<file path="src/rtl/serial_channel_arbiter.sv">
// Two-requester round-robin arbiter in front of the SDRD serial line.
// Each grant captures one data word and sends it as a frame:
// start bit, DATA_W data bits (LSB first), optional parity bit, stop bit.
// Every bit lasts BIT_CYCLES clocks. The owner gets a one-cycle done pulse.
module serial_channel_arbiter #(
    parameter int unsigned DATA_W     = 8,
    parameter int unsigned BIT_CYCLES = 4,
    parameter int unsigned PARITY_EN  = 1,
    parameter int unsigned ODD_PARITY = 0
) (
    input  logic                  clk,
    input  logic                  rst,
    input  logic [1:0]            req_valid,
    input  logic [2*DATA_W-1:0]   req_data,
    output logic [1:0]            req_ready,
    output logic [1:0]            gnt,
    output logic                  sdrd,
    output logic                  sd_oe,
    output logic [1:0]            done,
    output logic                  busy
);

    localparam int unsigned CNT_W = (BIT_CYCLES > 1) ? $clog2(BIT_CYCLES) : 1;
    localparam int unsigned IDX_W = $clog2(DATA_W);

    localparam logic [CNT_W-1:0] CntLast = CNT_W'(BIT_CYCLES - 1);
    localparam logic [IDX_W-1:0] IdxLast = IDX_W'(DATA_W - 1);
    localparam logic             ParEn   = (PARITY_EN != 0);
    localparam logic             ParOdd  = (ODD_PARITY != 0);

    typedef enum logic [2:0] {
        StIdle,
        StStart,
        StData,
        StParity,
        StStop
    } state_e;

    state_e              state_q, state_d;
    logic [CNT_W-1:0]    cnt_q, cnt_d;
    logic [IDX_W-1:0]    idx_q, idx_d;
    logic [DATA_W-1:0]   data_q, data_d;
    logic [1:0]          gnt_q, gnt_d;
    logic [1:0]          done_q, done_d;
    // Requester favoured when both are valid.
    logic                prio_q, prio_d;
    logic                sdrd_q, sdrd_d;
    logic                sd_oe_q, sd_oe_d;

    logic                win_valid;
    logic                win_sel;
    logic                grant_now;
    logic                bit_wrap;

    // Pick a winner among the valid requesters using the round-robin pointer.
    always_comb begin
        win_valid = 1'b0;
        win_sel   = 1'b0;
        case (req_valid)
            2'b01: begin
                win_valid = 1'b1;
                win_sel   = 1'b0;
            end
            2'b10: begin
                win_valid = 1'b1;
                win_sel   = 1'b1;
            end
            2'b11: begin
                win_valid = 1'b1;
                win_sel   = prio_q;
            end
            default: begin
                win_valid = 1'b0;
                win_sel   = 1'b0;
            end
        endcase
    end

    assign grant_now = (state_q == StIdle) && win_valid;
    assign req_ready = {win_sel, ~win_sel} & {2{grant_now}};
    assign bit_wrap  = (cnt_q == CntLast);

    // Frame sequencer: next state, bit timing, capture and line value for the next cycle.
    always_comb begin
        state_d = state_q;
        cnt_d   = cnt_q;
        idx_d   = idx_q;
        data_d  = data_q;
        gnt_d   = gnt_q;
        done_d  = 2'b00;
        prio_d  = prio_q;
        sdrd_d  = 1'b1;
        sd_oe_d = 1'b0;

        if (state_q != StIdle) begin
            cnt_d = bit_wrap ? '0 : cnt_q + CNT_W'(1);
        end

        unique case (state_q)
            StIdle: begin
                cnt_d = '0;
                idx_d = '0;
                if (grant_now) begin
                    data_d  = win_sel ? req_data[2*DATA_W-1:DATA_W] : req_data[DATA_W-1:0];
                    gnt_d   = {win_sel, ~win_sel};
                    state_d = StStart;
                end
            end
            StStart: begin
                if (bit_wrap) begin
                    state_d = StData;
                end
            end
            StData: begin
                if (bit_wrap) begin
                    if (idx_q == IdxLast) begin
                        state_d = ParEn ? StParity : StStop;
                        idx_d   = '0;
                    end else begin
                        idx_d = idx_q + IDX_W'(1);
                    end
                end
            end
            StParity: begin
                if (bit_wrap) begin
                    state_d = StStop;
                end
            end
            StStop: begin
                if (bit_wrap) begin
                    state_d = StIdle;
                    done_d  = gnt_q;
                    gnt_d   = 2'b00;
                    // Owner 0 hands priority to 1 and vice versa.
                    prio_d  = gnt_q[0];
                end
            end
            default: begin
                state_d = StIdle;
                gnt_d   = 2'b00;
            end
        endcase

        // Register the line from the next state so sdrd changes only on clock edges.
        case (state_d)
            StStart:  sdrd_d = 1'b0;
            StData:   sdrd_d = data_d[idx_d];
            StParity: sdrd_d = (^data_q) ^ ParOdd;
            default:  sdrd_d = 1'b1;
        endcase
        sd_oe_d = (state_d != StIdle);
    end

    // State and output registers with asynchronous reset.
    always_ff @(posedge clk or posedge rst) begin
        if (rst) begin
            state_q <= StIdle;
            cnt_q   <= '0;
            idx_q   <= '0;
            data_q  <= '0;
            gnt_q   <= 2'b00;
            done_q  <= 2'b00;
            prio_q  <= 1'b0;
            sdrd_q  <= 1'b1;
            sd_oe_q <= 1'b0;
        end else begin
            state_q <= state_d;
            cnt_q   <= cnt_d;
            idx_q   <= idx_d;
            data_q  <= data_d;
            gnt_q   <= gnt_d;
            done_q  <= done_d;
            prio_q  <= prio_d;
            sdrd_q  <= sdrd_d;
            sd_oe_q <= sd_oe_d;
        end
    end

    assign gnt   = gnt_q;
    assign done  = done_q;
    assign sdrd  = sdrd_q;
    assign sd_oe = sd_oe_q;
    assign busy  = (state_q != StIdle);

endmodule

</file>
<file path="config.mk">
export PLATFORM = sky130hd
export DESIGN_NAME = serial_channel_arbiter
export DESIGN_NICKNAME = d
export VERILOG_FILES = /design/src/rtl/serial_channel_arbiter.sv
export SDC_FILE = /design/constraint.sdc
export NUM_CORES = 1
export LEC_CHECK = 0
export ABC_AREA = 1
export CORE_MARGIN = 2
export CORE_UTILIZATION = 50
export CTS_CLUSTER_SIZE = 14
export DETAILED_ROUTE_END_ITERATION = 10
export PLACE_DENSITY = 0.76
export SYNTH_ARGS = -nofsm -noshare
export SYNTH_HDL_FRONTEND = slang
export SYNTH_SLANG_ARGS = --single-unit
</file>
<file path="constraint.sdc">
create_clock -name clk -period 2.2 [get_ports clk]
set_input_delay 0.44 -clock clk [delete_from_list [all_inputs] [get_ports clk]]
set_output_delay 0.44 -clock clk [all_outputs]
set_load 0.01 [all_outputs]
</file>
[Word-level counts from Yosys, hierarchy flattened]
Cells that the tools add are included.
Cells by class
  $add $sub $neg: 2
  magnitude comparators: 1
  equal/unequal tests: 14
  muxes and demuxes: 26
  bitwise logic cells: 3
  reduce and logical (&&, ||, !) cells: 10
Operators with widths (count)
  3-bit 2-to-1 mux: 8
  8-bit 2-to-1 mux: 3
  3-bit one-hot mux with 5 select lines: 1
  2-bit 2-to-1 mux: 7
  3-bit by 2-bit == test with 1-bit output (second input constant): 4
  8-bit parity: 1
  2-bit == test (second input constant): 3
  3-bit by 1-bit == test with 1-bit output (second input constant): 2
  3-bit == test (second input constant): 2
  2-bit one-hot mux with 3 select lines: 1
  3-bit one-hot mux with 2 select lines: 1
  3-bit nonzero test: 2
  3-bit OR reduction: 2
  3-bit by 4-bit less-than comparator with 1-bit output (second input constant): 1
  2-bit inequality test (second input constant): 2
  3-bit by 1-bit adder with 3-bit output (second input constant): 1
  1-bit binary-select mux with 3-bit select: 1
  3-bit logical NOT: 1
  1-bit one-hot mux with 3 select lines: 1
  3-bit AND reduction: 1
  2-bit by 1-bit adder with 2-bit output (second input constant): 1
  2-bit bitwise AND: 1
  2-bit by 1-bit == test with 1-bit output (second input constant): 1
  1-bit 2-to-1 mux: 2
  5 further kinds: 6
Word-level totals
  bits in registers: 23
  input bits: 20
  output and inout port bits: 9
  logic and storage cells: 65

[Depth between registers and ports, before layout]
  depth in word-level cells: 9
  gate-level depth with buffers: 12
  depth with buffers taken out: 12

[Worst setup path after synthesis]
No wires, ideal clock.
  kind: register to register
  start point: register idx_q[0]
  end point: register sdrd_q (netlist: sdrd)
  library setup time: 82 ps
  arrival: 1501 ps
  required time: 2118 ps
  slack: 617 ps
  stages on the path, launching flop included: 13
  path buffers: 0
  period minus slack after synthesis: 1583 ps
  cell sequence: dfrtp_1 ha_1 ha_1 o21ai_0 nand2_1 nand2_1 nand2_2 nand3_1 nand3_1 nand2_1 nand2_1 nand3_1 nand3_1
Between the ends
  cells in the longest elaborated chain, start to end: 7
  elaborated cells between the ends (all ways): 14
  those cells by class: add/sub: 1; eq/ne: 4; mux: 9
RTL lines
  from (decl): line 41  | logic [IDX_W-1:0] idx_q, idx_d;
  from (signal assigned): line 169  | idx_q <= idx_d;
  3-bit by 1-bit adder with 3-bit output or 3-bit == test (tied branches): line 120, 116
  3-bit 2-to-1 mux: line 116  | if (idx_q == IdxLast) begin
  3-bit 2-to-1 mux: line 115  | if (bit_wrap) begin
  3-bit one-hot mux with 2 select lines: line 99  | unique case (state_q)
  1-bit binary-select mux with 3-bit select: line 147  | StData: sdrd_d = data_d[idx_d];
  1-bit 2-to-1 mux (not written as such): line 147
  1-bit one-hot mux with 3 select lines *: line 145  | case (state_d)
  named net sdrd_d: line 47  | logic sdrd_q, sdrd_d;
  to (signal assigned): line 174  | sdrd_q <= sdrd_d;
  to (decl): line 47
Mark *: on every way through the listed nets, which the timed path passes. The rest lies on a longest branch. The select of a mux whose other input is x is not followed.
A chain may end at the register's enable or synchronous reset.

[Final worst setup path]
  start point: register state_q[2]
  end point: output port busy
Between the ends
  cells in the longest elaborated chain, start to end: 1
RTL lines
  from (decl): line 39  | state_e state_q, state_d;
  from (signal assigned): line 157  | state_q <= StIdle;
  from (signal assigned): line 167  | state_q <= state_d;
  3-bit nonzero test: line 183  | assign busy = (state_q != StIdle);
  to (decl): line 20  | output logic busy
Every way passes these cells.

==> results.md <==
Critical path:
- The peak fanout along the critical path is 6.
- The classification of the worst setup path is register to primary output.
- In this design, the stage delay of the slowest critical-path cell is 0.56 ns.
- The signal on the critical path passes through inv_2 -> nand2_2 -> clkdlybuf4s50_1.
- The cell type of the slowest stage on the worst timing path is clkdlybuf4s50_1.
- The number of buffers and inverters on the critical path is 2.
- The data required time of the critical path is 1.76 ns.
- The worst setup path is launched from a register.
- The worst setup path is captured at a primary output.
- Data arrives at the worst endpoint at 1.66 ns.
- The critical path's top delay family is buffers and inverters.

Timing:
- The count of final hold-check violations is 0.
- After layout, the worst path uses 95.6% of the clock period.
- The peak clock frequency supported by timing is 475 MHz.
- The total count of max-transition violations in the final report is 0.
- After layout, the minimum clock period comes to 2.10 ns.
- Setup violations remaining at the end of the flow were counted as 0.
- The final worst clock skew is 0.00600 ns.
- Setup repair after global routing left no endpoint under its margin.
- At the pin with the least slew margin, the transition time is 0.465 ns.
- The max-slew headroom at the worst pin is 68.9%.

Placement:
- The standard cell area after detailed placement is 1820 um^2.
- The number of buffers added on ports is 28.
- The congestion estimate from routability-driven global placement came to 0.873.
- The placed wire-length estimate is 2480 um.
- The number of placed instances, taps included, is 258.

Yosys:
- Summing the areas of all compound-gate instances in the mapped netlist gives 6.75% of the synthesized area.
- The count of warnings emitted by yosys is 0.
- The area fraction in and, or, nand and nor cells after synthesis is 34.3%.
- The net count of the mapped netlist is 218.
- The area share of the leading cell type in the synthesized netlist is 37.1%.
- For this run, the register share of the synthesized area comes to 38.9%.
- For this run, asynchronously set or reset flops after synthesis account for 100%.
- The post-synth design cell area is 1480 um^2.
- The dominant combinational cell family by area after synthesis is simple AND/OR/NAND/NOR gates.
- By area the synthesized netlist is led by dfrtp_1 (37%), nand2_1 (11%), inv_1 (11%).
- Summing the areas of all fa, ha and maj instances in the mapped netlist gives 2.53% of the synthesized area.
- The per-instance average area after synthesis is 7.60 um^2.
- In the synthesized netlist the dominant register cell turns out to be dfrtp_1.
- Summed over all instances, the cell type with the most area after synthesis is dfrtp_1.
- In this run, distinct cell masters in the synthesized netlist total 29.
- The count of mapped cells out of synthesis is 195.
- The multiplexer share of the synthesized area is 0%.
- Synthesis inferred 23 register bits.
- Counting flops with a built-in enable in the synthesized netlist gives 0.
- Summing the areas of all xor and xnor instances in the mapped netlist gives 4.14% of the synthesized area.

Power and ir drop:
- Dividing total power by cell area gives a power density of 647 nW/um^2.
- The static leakage is 0.984 nW.
- The internal portion of the total power is 0.777 mW.
- IR analysis of the VDD net gives a maximum drop of 0.538 mV.
- Net switching is 35.4% of the power.
- The share of power burned in registers is 43.5%.
- The clock network burns 16.7% of the power.
- In this run the power spent charging and discharging nets is 0.425 mW.
- The relative contribution of combinational cells to total power is 39.7%.

Layout:
- The filler cell count is 259.
- With fillers left out, the area of the finished cells amounts to 1860 um^2.
- The number of standard cells in the final layout excluding fillers is 263.
- The layout net count is 256.
- The relative area change from synthesis to final layout is 25.2%.
- The number of antenna diodes in the final layout is 0.
- The combined area of the multi-input logic cells is 708 um^2.
- Across the whole layout, storage elements account for 579 um^2.
- Cells with a size suffix above 1 make up 17.7% of the layout.

Global route:
- The residual overflow from global routing is 0.
- Across every metal layer, demand over resource in global routing totals 20.9%.
- Entering global routing, the biggest net connects 14 pins.
- The via count of the first global-routing pass was 1355.
- The wire length of the first global-routing pass is 5460 um.
- The number of antenna violations at the first check in global routing is 0.

Detailed routing:
- The first-iteration detailed-routing DRC count is 23.
- The final wirelength is 3200 um.
- The via count is 1314.
- The number of detailed-routing iterations run before antenna repair is 4.
- The number of vias per cell after detailed routing is 5.00.
- After detailed routing, the number of remaining DRC violations is 0.
- The count of nets left with antenna violations once routing finished came out at 0.
- The average wire per standard cell is 12.2 um.

CTS:
- In this run, CTS created clock tree buffers numbering 3.
- The clock sink count is 23.
- The buffer depth of the longest clock path is 2.
- The clock-pin slew on the worst setup and hold paths is 0.13 ns.
- The count of H-tree levels built during CTS is 1.
- In this run the clock root is driven by a clkbuf_4.
- The total of hold buffers inserted after clock tree synthesis is 0.
- The clock latency at the later pin of the worst-skew pair is 0.32 ns.
- The clock tree from TritonCTS is done.

Floorplanning:
- The vertical extent of the die is 58.5 um.
- In this run the core area contains 19 standard-cell rows.
- The total core area is 2780 um^2.
- The floorplan die area is 3420 um^2.
- The width of the chip is 58.5 um.
- Once the floorplan was initialized, standard cells occupied 53.3% of the core.
- The number of ports placed on the die boundary is 29.

Flow run:
- Across the run, the number of max-cap violations was 0.

Worst hold path:
- The worst hold-check path type is input port to async pin.

Run status:
- The flow ran to the end, and the final reports show no timing, DRC or antenna violations.
[cells in the mapped netlist (2+ instances only)]
cell type / n
nand2_1: 44
inv_1: 42
dfrtp_1: 22
nand3_1: 15
nand2_2: 14
nand3b_1: 6
nor2_1: 6
xnor2_1: 6
o21ai_0: 5
a21boi_0: 4
nor2_2: 4
ha_1: 3
o22ai_1: 3
a21oi_1: 2
inv_2: 2
nand3_2: 2
nand4_1: 2
nor3_1: 2
[layout make-up]
cell class | count | area share, %
Multi-Input combinational cell | 125 | 38.1
Sequential cell | 23 | 31.2
Timing Repair Buffer | 36 | 18.2
Inverter | 44 | 8.89
Tap cell | 31 | 2.09
Clock buffer | 3 | 1.21
Clock inverter | 1 | 0.270
[placed cells by master, fill, tap and decap left out, drive strengths merged]
master,synthesis,routed
inv,44,44
nand2,59,59
clkbuf,0,3
nor2,11,11
nor4,1,1
nand3b,6,6
nand4,2,2
o21ai,6,6
buf,3,8
xnor2,6,6
nor3,2,2
dfrtp,22,22
clkdlybuf4s50,0,26
nand3,18,18
a21oi,2,2
a21boi,4,4
xor2,1,1
ha,3,3
dfstp,1,1
o22ai,3,3
a22oi,1,1
dlygate4sd2,0,2
clkinv,0,1
[final timing paths]
| path | startpoint | to | slack (ns) | cells past startpoint |
|---|---|---|---|---|
| max | state_q[2]$_DFF_PP0_ | busy | 0.1 | 3 |
| max in group asynchronous | rst | data_q[3]$_DFF_PP0_ | 1.25 | 3 |
| min in group clk | cnt_q[0]$_DFF_PP0_ | cnt_q[0]$_DFF_PP0_ | 0.45 | 1 |
| min reg2reg | cnt_q[0]$_DFF_PP0_ | cnt_q[0]$_DFF_PP0_ | 0.45 | 1 |
| min | rst | done[1]$_DFF_PP0_ | 0.40 | 2 |
| max reg2reg | idx_q[0]$_DFF_PP0_ | sdrd$_DFF_PP1_ | 0.36 | 12 |
[cells by family after synthesis]
family / Yosys count
AO/OA/AOI/OAI: 16
adder cells (fa/ha/maj): 3
flip-flops: 23
XOR/XNOR: 7
buffers and inverters: 47
AND/OR/NAND/NOR: 99
[power groups by stage]
stage                     logic (mW)  registers (mW)  clock network, mW
after detailed placement       0.473           0.533                  0
after global placement         0.460           0.531                  0
after CTS                      0.482           0.524              0.202
after global routing           0.529           0.531              0.220
after floorplan                0.321           0.537                  0
final                          0.478           0.523              0.201
[timing repair]
item                                    in CTS  in global routing
gates resized for setup                      4                  0
buffers inserted                             1                  0
endpoints found under the setup margin       2                  0
[flip-flops by register name, summed over array words and instances, names as in the netlist]
signal / cells
cnt_q: 2
data_q: 8
done: 2
gnt: 2
idx_q: 3
prio_q: 1
sd_oe: 1
sdrd: 1
state_q: 3
[metrics by stage]
step | worst slack (ns) | utilization (%) | total power, mW | TNS, ns | hold WS (ns)
6_report | 0.0968 | 66.8 | 1.20 | 0 | 0.404
5_1_grt | 0.0421 | 66.8 | 1.28 | 0 | 0.426
4_1_cts | 0.108 | 66.8 | 1.21 | 0 | 0.426
3_5_place_dp | -0.0985 | 65.5 | 1.01 | -0.107 | 0.437
3_3_place_gp | -0.0526 | 65.5 | 0.991 | -0.0526 | 0.429
2_1_floorplan | 0.617 | - | 0.858 | 0 | 0.414
[routing by layer]
layer	global-route usage (%)	routed length [um]	up-vias
li1	-	-	674
met1	22.9	1400	613
met2	39.3	1650	21
met3	4.84	113	6
met4	6.64	43	0
met5	0	0	-
(Power assumes the default switching activity.)
